===== src/rtl/conv_mac_engine.sv =====
// conv_mac_engine: multi-channel KxK signed convolution MAC engine.
// Loads one kernel and N_CH windows from SRAM and runs a signed MAC per channel.
// Each channel result is shifted, saturated and presented with a valid/done pulse.
// The stored kernel can be reused across successive starts.
// Optional build macro RELU_EN: when defined, negative saturated results are clamped to 0.
module conv_mac_engine #(
    parameter int KERNEL_SIZE = 3,
    parameter int DATA_WIDTH  = 8,
    parameter int N_CH        = 2,
    parameter int ADDR_WIDTH  = 6,
    parameter int ACC_WIDTH   = 2*DATA_WIDTH+4,
    parameter int SHIFT       = 0
) (
    input  logic                         i_clk,
    input  logic                         i_rst_n,
    input  logic                         i_start,
    input  logic                         i_skip_kernel,
    output logic                         o_busy,
    output logic [ADDR_WIDTH-1:0]        o_kernel_addr,
    input  logic [DATA_WIDTH-1:0]        i_kernel_data,
    output logic [ADDR_WIDTH-1:0]        o_window_addr,
    input  logic [N_CH*DATA_WIDTH-1:0]   i_window_data,
    output logic [N_CH*DATA_WIDTH-1:0]   o_result,
    output logic                         o_result_valid,
    output logic                         o_done
);

    localparam int KK    = KERNEL_SIZE*KERNEL_SIZE;
    localparam int CNT_W = $clog2(KK+1);
    // Storage depth matches the counter width so indexing needs no width adaptation
    localparam int DEPTH = 2**CNT_W;

    localparam logic [CNT_W-1:0] LAST_LOAD = CNT_W'(KK);
    localparam logic [CNT_W-1:0] LAST_CALC = CNT_W'(KK-1);

    localparam logic signed [ACC_WIDTH-1:0] SAT_MAX = ACC_WIDTH'((1 << (DATA_WIDTH-1)) - 1);
    localparam logic signed [ACC_WIDTH-1:0] SAT_MIN = ~SAT_MAX;

    typedef enum logic [2:0] {
        ST_IDLE,
        ST_LOAD_KERNEL,
        ST_LOAD_WINDOWS,
        ST_CALC,
        ST_WRITE
    } state_t;

    state_t                  state_reg;
    logic [CNT_W-1:0]        cnt_reg;
    logic [CNT_W-1:0]        load_idx;
    logic                    kernel_valid_reg;
    logic                    busy_reg;
    logic                    valid_reg;
    logic [ADDR_WIDTH-1:0]   kernel_addr_reg;
    logic [ADDR_WIDTH-1:0]   window_addr_reg;

    logic signed [DATA_WIDTH-1:0] kernel_mem [DEPTH];

    // Read data arrives one cycle after its address, so load slot n lands at count n+1
    assign load_idx = cnt_reg - 1'b1;

    // Sequencer: state, shared counter, addresses, kernel-valid flag and status outputs
    always_ff @(posedge i_clk or negedge i_rst_n) begin
        if (!i_rst_n) begin
            state_reg        <= ST_IDLE;
            cnt_reg          <= '0;
            kernel_valid_reg <= 1'b0;
            busy_reg         <= 1'b0;
            valid_reg        <= 1'b0;
            kernel_addr_reg  <= '0;
            window_addr_reg  <= '0;
        end else begin
            valid_reg <= 1'b0;
            case (state_reg)
                ST_IDLE: begin
                    if (i_start) begin
                        cnt_reg  <= '0;
                        busy_reg <= 1'b1;
                        if (i_skip_kernel && kernel_valid_reg) begin
                            state_reg       <= ST_LOAD_WINDOWS;
                            window_addr_reg <= '0;
                        end else begin
                            state_reg       <= ST_LOAD_KERNEL;
                            kernel_addr_reg <= '0;
                        end
                    end
                end
                ST_LOAD_KERNEL: begin
                    if (cnt_reg == LAST_LOAD) begin
                        state_reg        <= ST_LOAD_WINDOWS;
                        cnt_reg          <= '0;
                        kernel_valid_reg <= 1'b1;
                        window_addr_reg  <= '0;
                    end else begin
                        cnt_reg <= cnt_reg + 1'b1;
                        if (cnt_reg < LAST_CALC) begin
                            kernel_addr_reg <= ADDR_WIDTH'(cnt_reg + 1'b1);
                        end
                    end
                end
                ST_LOAD_WINDOWS: begin
                    if (cnt_reg == LAST_LOAD) begin
                        state_reg <= ST_CALC;
                        cnt_reg   <= '0;
                    end else begin
                        cnt_reg <= cnt_reg + 1'b1;
                        if (cnt_reg < LAST_CALC) begin
                            window_addr_reg <= ADDR_WIDTH'(cnt_reg + 1'b1);
                        end
                    end
                end
                ST_CALC: begin
                    if (cnt_reg == LAST_CALC) begin
                        state_reg <= ST_WRITE;
                        cnt_reg   <= '0;
                    end else begin
                        cnt_reg <= cnt_reg + 1'b1;
                    end
                end
                ST_WRITE: begin
                    state_reg <= ST_IDLE;
                    busy_reg  <= 1'b0;
                    valid_reg <= 1'b1;
                end
                default: begin
                    state_reg <= ST_IDLE;
                    busy_reg  <= 1'b0;
                end
            endcase
        end
    end

    // Kernel capture: one element per cycle during the kernel load sweep
    always_ff @(posedge i_clk) begin
        if (state_reg == ST_LOAD_KERNEL && cnt_reg != '0) begin
            kernel_mem[load_idx] <= i_kernel_data;
        end
    end

    genvar gi;
    generate
        for (gi = 0; gi < N_CH; gi++) begin : g_ch
            logic signed [DATA_WIDTH-1:0]   window_mem [DEPTH];
            logic signed [2*DATA_WIDTH-1:0] prod;
            logic signed [ACC_WIDTH-1:0]    prod_ext;
            logic signed [ACC_WIDTH-1:0]    acc_reg;
            logic signed [ACC_WIDTH-1:0]    shifted;
            logic signed [DATA_WIDTH-1:0]   lane_next;
            logic signed [DATA_WIDTH-1:0]   result_reg;

            // Window capture: every lane samples its slice of the shared read word
            always_ff @(posedge i_clk) begin
                if (state_reg == ST_LOAD_WINDOWS && cnt_reg != '0) begin
                    window_mem[load_idx] <= i_window_data[gi*DATA_WIDTH +: DATA_WIDTH];
                end
            end

            // Full-width signed product, sign-extended into the accumulator width
            assign prod     = kernel_mem[cnt_reg] * window_mem[cnt_reg];
            assign prod_ext = prod;
            assign shifted  = acc_reg >>> SHIFT;

            // Accumulator: cleared on the edge entering CALC, then one MAC per CALC cycle
            always_ff @(posedge i_clk or negedge i_rst_n) begin
                if (!i_rst_n) begin
                    acc_reg <= '0;
                end else if (state_reg == ST_LOAD_WINDOWS && cnt_reg == LAST_LOAD) begin
                    acc_reg <= '0;
                end else if (state_reg == ST_CALC) begin
                    acc_reg <= acc_reg + prod_ext;
                end
            end

            // Saturate the scaled accumulator to the result element range
            always_comb begin
                lane_next = shifted[DATA_WIDTH-1:0];
                if (shifted > SAT_MAX) begin
                    lane_next = SAT_MAX[DATA_WIDTH-1:0];
                end else if (shifted < SAT_MIN) begin
                    lane_next = SAT_MIN[DATA_WIDTH-1:0];
                end
`ifdef RELU_EN
                if (lane_next[DATA_WIDTH-1]) begin
                    lane_next = '0;
                end
`else
`endif
            end

            // Result register: updated only in WRITE, otherwise holds
            always_ff @(posedge i_clk or negedge i_rst_n) begin
                if (!i_rst_n) begin
                    result_reg <= '0;
                end else if (state_reg == ST_WRITE) begin
                    result_reg <= lane_next;
                end
            end

            assign o_result[gi*DATA_WIDTH +: DATA_WIDTH] = result_reg;
        end
    endgenerate

    assign o_busy         = busy_reg;
    assign o_kernel_addr  = kernel_addr_reg;
    assign o_window_addr  = window_addr_reg;
    assign o_result_valid = valid_reg;
    assign o_done         = valid_reg;

endmodule

===== config.mk =====
export PLATFORM = sky130hd
export DESIGN_NAME = conv_mac_engine
export DESIGN_NICKNAME = d
export VERILOG_FILES = /design/src/rtl/conv_mac_engine.sv
export SDC_FILE = /design/constraint.sdc
export NUM_CORES = 1
export LEC_CHECK = 0
export CAP_MARGIN = 30
export CORE_UTILIZATION = 29
export CTS_CLUSTER_DIAMETER = 50
export DETAILED_ROUTE_END_ITERATION = 8
export PLACE_DENSITY_LB_ADDON = 0.2
export SLEW_MARGIN = 20
export SYNTH_ARGS = -nofsm -noshare
export SYNTH_HDL_FRONTEND = slang
export SYNTH_SLANG_ARGS = --single-unit

===== constraint.sdc =====
create_clock -name i_clk -period 7.45 [get_ports i_clk]
set_input_delay 2.235 -clock i_clk [delete_from_list [all_inputs] [get_ports i_clk]]
set_output_delay 2.235 -clock i_clk [all_outputs]
set_load 0.02 [all_outputs]

==> flow_summary.json <==
{
  "fin_skew_ns": 0.0313,
  "synthesis.area_sq_mm": 0.0250,
  "ys_async_sr_fraction_pct": 16.5,
  "worstMarginPinSlew_ns": 0.912,
  "critPathKind": "reg2reg",
  "drt_iter0_drc": 798,
  "whs_path_depth": 2,
  "hpwl_mm": 41.1,
  "slew-limit-headroom_pct": 38.9,
  "end_kind": "flop",
  "cts-root-buf": "clkbuf_16",
  "hp-start": "g_ch[0].result_reg[5]",
  "hold_path_end": "g_ch[0].result_reg[5]",
  "drive_gt1_share_pct": 17.3,
  "clkSlewWorstSetupHoldPaths_ns": 0.05,
  "r2r_cells": 19,
  "synthToLayoutAreaGrowth_pct": 17.1,
  "rsz0062_at_grt": "false",
  "period_minus_slack_ns": 6.95,
  "ys_seq_elements": 460,
  "maxSlewViolCount": 0,
  "hold_buffers": 0,
  "fp.dieH_um": 296,
  "grt_start_max_net_pins": 60,
  "fmax_mhz": 144,
  "status": "finished clean",
  "grt_pass1_vias": 14800,
  "ctsHtreeMaxLevel": 2,
  "syn_inst": 1677,
  "grt.total_usage_pct": 13.9,
  "route.detailed.drc": 0,
  "grt_pass1_wl_mm": 91.3,
  "ys_types": 55,
  "dieArea_sq_mm": 0.0875,
  "final_nets": 2102,
  "setup_viol": 0,
  "vias_per_cell": 4.53,
  "syn_area_per_cell_sq_um": 14.9,
  "r2r_end": "g_ch[0].acc_reg[17]",
  "synth_edf_count": 384,
  "finalCritPeriodShare_pct": 93.3,
  "startpoint_type": "flop",
  "gp_congestion": 0.776,
  "rr_startpoint": "cnt_reg[1]",
  "vias": 13600,
  "min_path_type": "reg2reg",
  "largest_reg_flops": 256,
  "worstPathArrival_ns": 7.40,
  "ctsResizeCount": 0,
  "overflow": 0,
  "clkLatencyLatePin_ns": 0.63,
  "drv_cap": 0,
  "cts_buffers": 57,
  "synth-seq-area-share_pct": 53.7,
  "post-cts-setup-buffers": 0,
  "std_cell_rows": 107,
  "yosys_warnings": 0,
  "drt_pass1_iterations": 4,
  "portBuffers": 56,
  "clock_sinks": 460,
  "final_cell_mix": "384 x edfxtp_1, 201 x inv_1, 176 x fa_1, 132 x nand2_1, 118 x mux4_2",
  "io_pins": 59,
  "drt_wl_total_mm": 58.6,
  "n_fill_cell": 8326,
  "hold_violations": 0,
  "synthFlopType": "edfxtp_1",
  "wl_per_cell_um": 19.6,
  "critPathRequiredTime_ns": 7.90,
  "antenna_found_initial": 2,
  "clockBufferDepth": 3,
  "antenna_left": 0,
  "die-width_um": 296,
  "core_area_sq_mm": 0.0853,
  "layout_commonest_cell": "edfxtp_1",
  "initial_core_util_pct": 29.4,
  "fin_setup_tns_ns": 0,
  "crit_fanout": 34,
  "cts_tree": "built",
  "reg2reg_slack_ns": 0.50
}
[cells by family (layout without fill, tap and decap cells)]
family	Yosys count	in the layout	share of synthesized area, %
flip-flops	460	460	53.7
AND/OR/NAND/NOR	359	359	6.70
adder cells (fa/ha/maj)	275	275	19.0
buffers and inverters	261	431	4.46
AO/OA/AOI/OAI	156	156	3.81
multiplexers	126	126	11.0
XOR/XNOR	39	39	1.36
other	1	3	0.0150
[routing by layer]
metal / up-vias / share of wire, % / wire length, um / global-route usage [%]
met2: 201 / 48 / 28300 / 23.3
met4: 2 / 2.1 / 1240 / 3.51
met5: - / 0.022 / 13 / 0
li1: 6210 / - / - / -
met1: 7056 / 46 / 26800 / 18.8
met3: 84 / 3.8 / 2240 / 2.13
[cell usage after synthesis (3+ instances only)]
| master | instances | area share (%) |
|---|---|---|
| a211oi_1 | 10 | 0.30 |
| a21o_1 | 8 | 0.24 |
| a21oi_1 | 38 | 0.76 |
| a31oi_1 | 7 | 0.17 |
| and2_1 | 68 | 1.7 |
| and2_4 | 8 | 0.28 |
| buf_1 | 5 | 0.075 |
| buf_2 | 14 | 0.28 |
| buf_4 | 4 | 0.12 |
| buf_6 | 11 | 0.49 |
| clkbuf_1 | 21 | 0.31 |
| dfrtp_1 | 76 | 7.6 |
| edfxtp_1 | 384 | 46 |
| fa_1 | 176 | 14 |
| ha_1 | 99 | 4.9 |
| inv_1 | 201 | 3.0 |
| inv_2 | 3 | 0.045 |
| mux2_2 | 6 | 0.27 |
| mux4_2 | 118 | 11 |
| nand2_1 | 132 | 2.0 |
| nand2b_1 | 5 | 0.12 |
| nand3_1 | 6 | 0.12 |
| nand4_1 | 8 | 0.20 |
| nor2_1 | 98 | 1.5 |
| nor2b_1 | 9 | 0.22 |
| nor3_1 | 7 | 0.14 |
| nor4_1 | 9 | 0.22 |
| o21a_1 | 3 | 0.090 |
| o21ai_0 | 55 | 1.1 |
| o21bai_1 | 3 | 0.090 |
| o31ai_1 | 13 | 0.39 |
| o32ai_1 | 3 | 0.10 |
| xnor2_1 | 26 | 0.91 |
| xor2_1 | 13 | 0.45 |
[per-stage QoR]
step                hold slack, ns  setup WS (ns)  instances  instance area, sq um  utilization [%]
CTS                          0.487          0.410       2991                 29300             34.4
global placement             0.468          0.453       2873                 27300             32.0
finish                       0.475          0.497       2993                 29300             34.4
floorplan                    0.465          0.907       1678                 25000                -
global route                 0.518         0.0507       2992                 29300             34.4
detailed placement           0.475          0.454       2883                 27400             32.1
[worst max path at each step]
stage	from	to	slack, ns	depth (start not counted)
5_1_grt	cnt_reg[1]	g_ch[0].acc_reg[17]	0.05	20
4_1_cts	cnt_reg[1]	g_ch[1].acc_reg[18]	0.41	19
3_5_place_dp	cnt_reg[1]	g_ch[1].acc_reg[18]	0.45	19
2_1_floorplan	cnt_reg[0]	g_ch[1].acc_reg[18]	0.91	21
6_report	cnt_reg[1]	g_ch[0].acc_reg[17]	0.50	19
3_3_place_gp	cnt_reg[0]	g_ch[1].acc_reg[18]	0.45	20
[worst max-delay path: stages, from the launching register on]
cell and delay [ns]:
dfrtp_4 0.75, buf_12 0.31, buf_4 0.21, mux4_2 0.32, mux4_2 0.65, and2_1 0.31
buf_4 0.24, fa_1 0.54, fa_1 0.44, fa_1 0.46, fa_1 0.49, ha_1 0.30
ha_1 0.34, a21o_1 0.19, a21o_1 0.22, a211oi_1 0.40, o31ai_1 0.15, a21oi_1 0.20
xor2_1 0.15, o21ai_0 0.08
[layout make-up]
type | count | area, sq um | area share (%)
well taps | 1144 | 1430 | 4.88
clock buffers | 61 | 1440 | 4.92
inverters | 204 | 766 | 2.61
clock inverters | 47 | 507 | 1.73
diodes | 1 | 2.50 | 0.00853
flip-flops and latches | 460 | 13400 | 45.8
multi-input cells | 957 | 10600 | 36.1
repair buffers | 119 | 1140 | 3.89
Power is left out: the tool's default activity adds up to more than one toggle a clock period on the data nets, which glitch-free logic cannot reach.
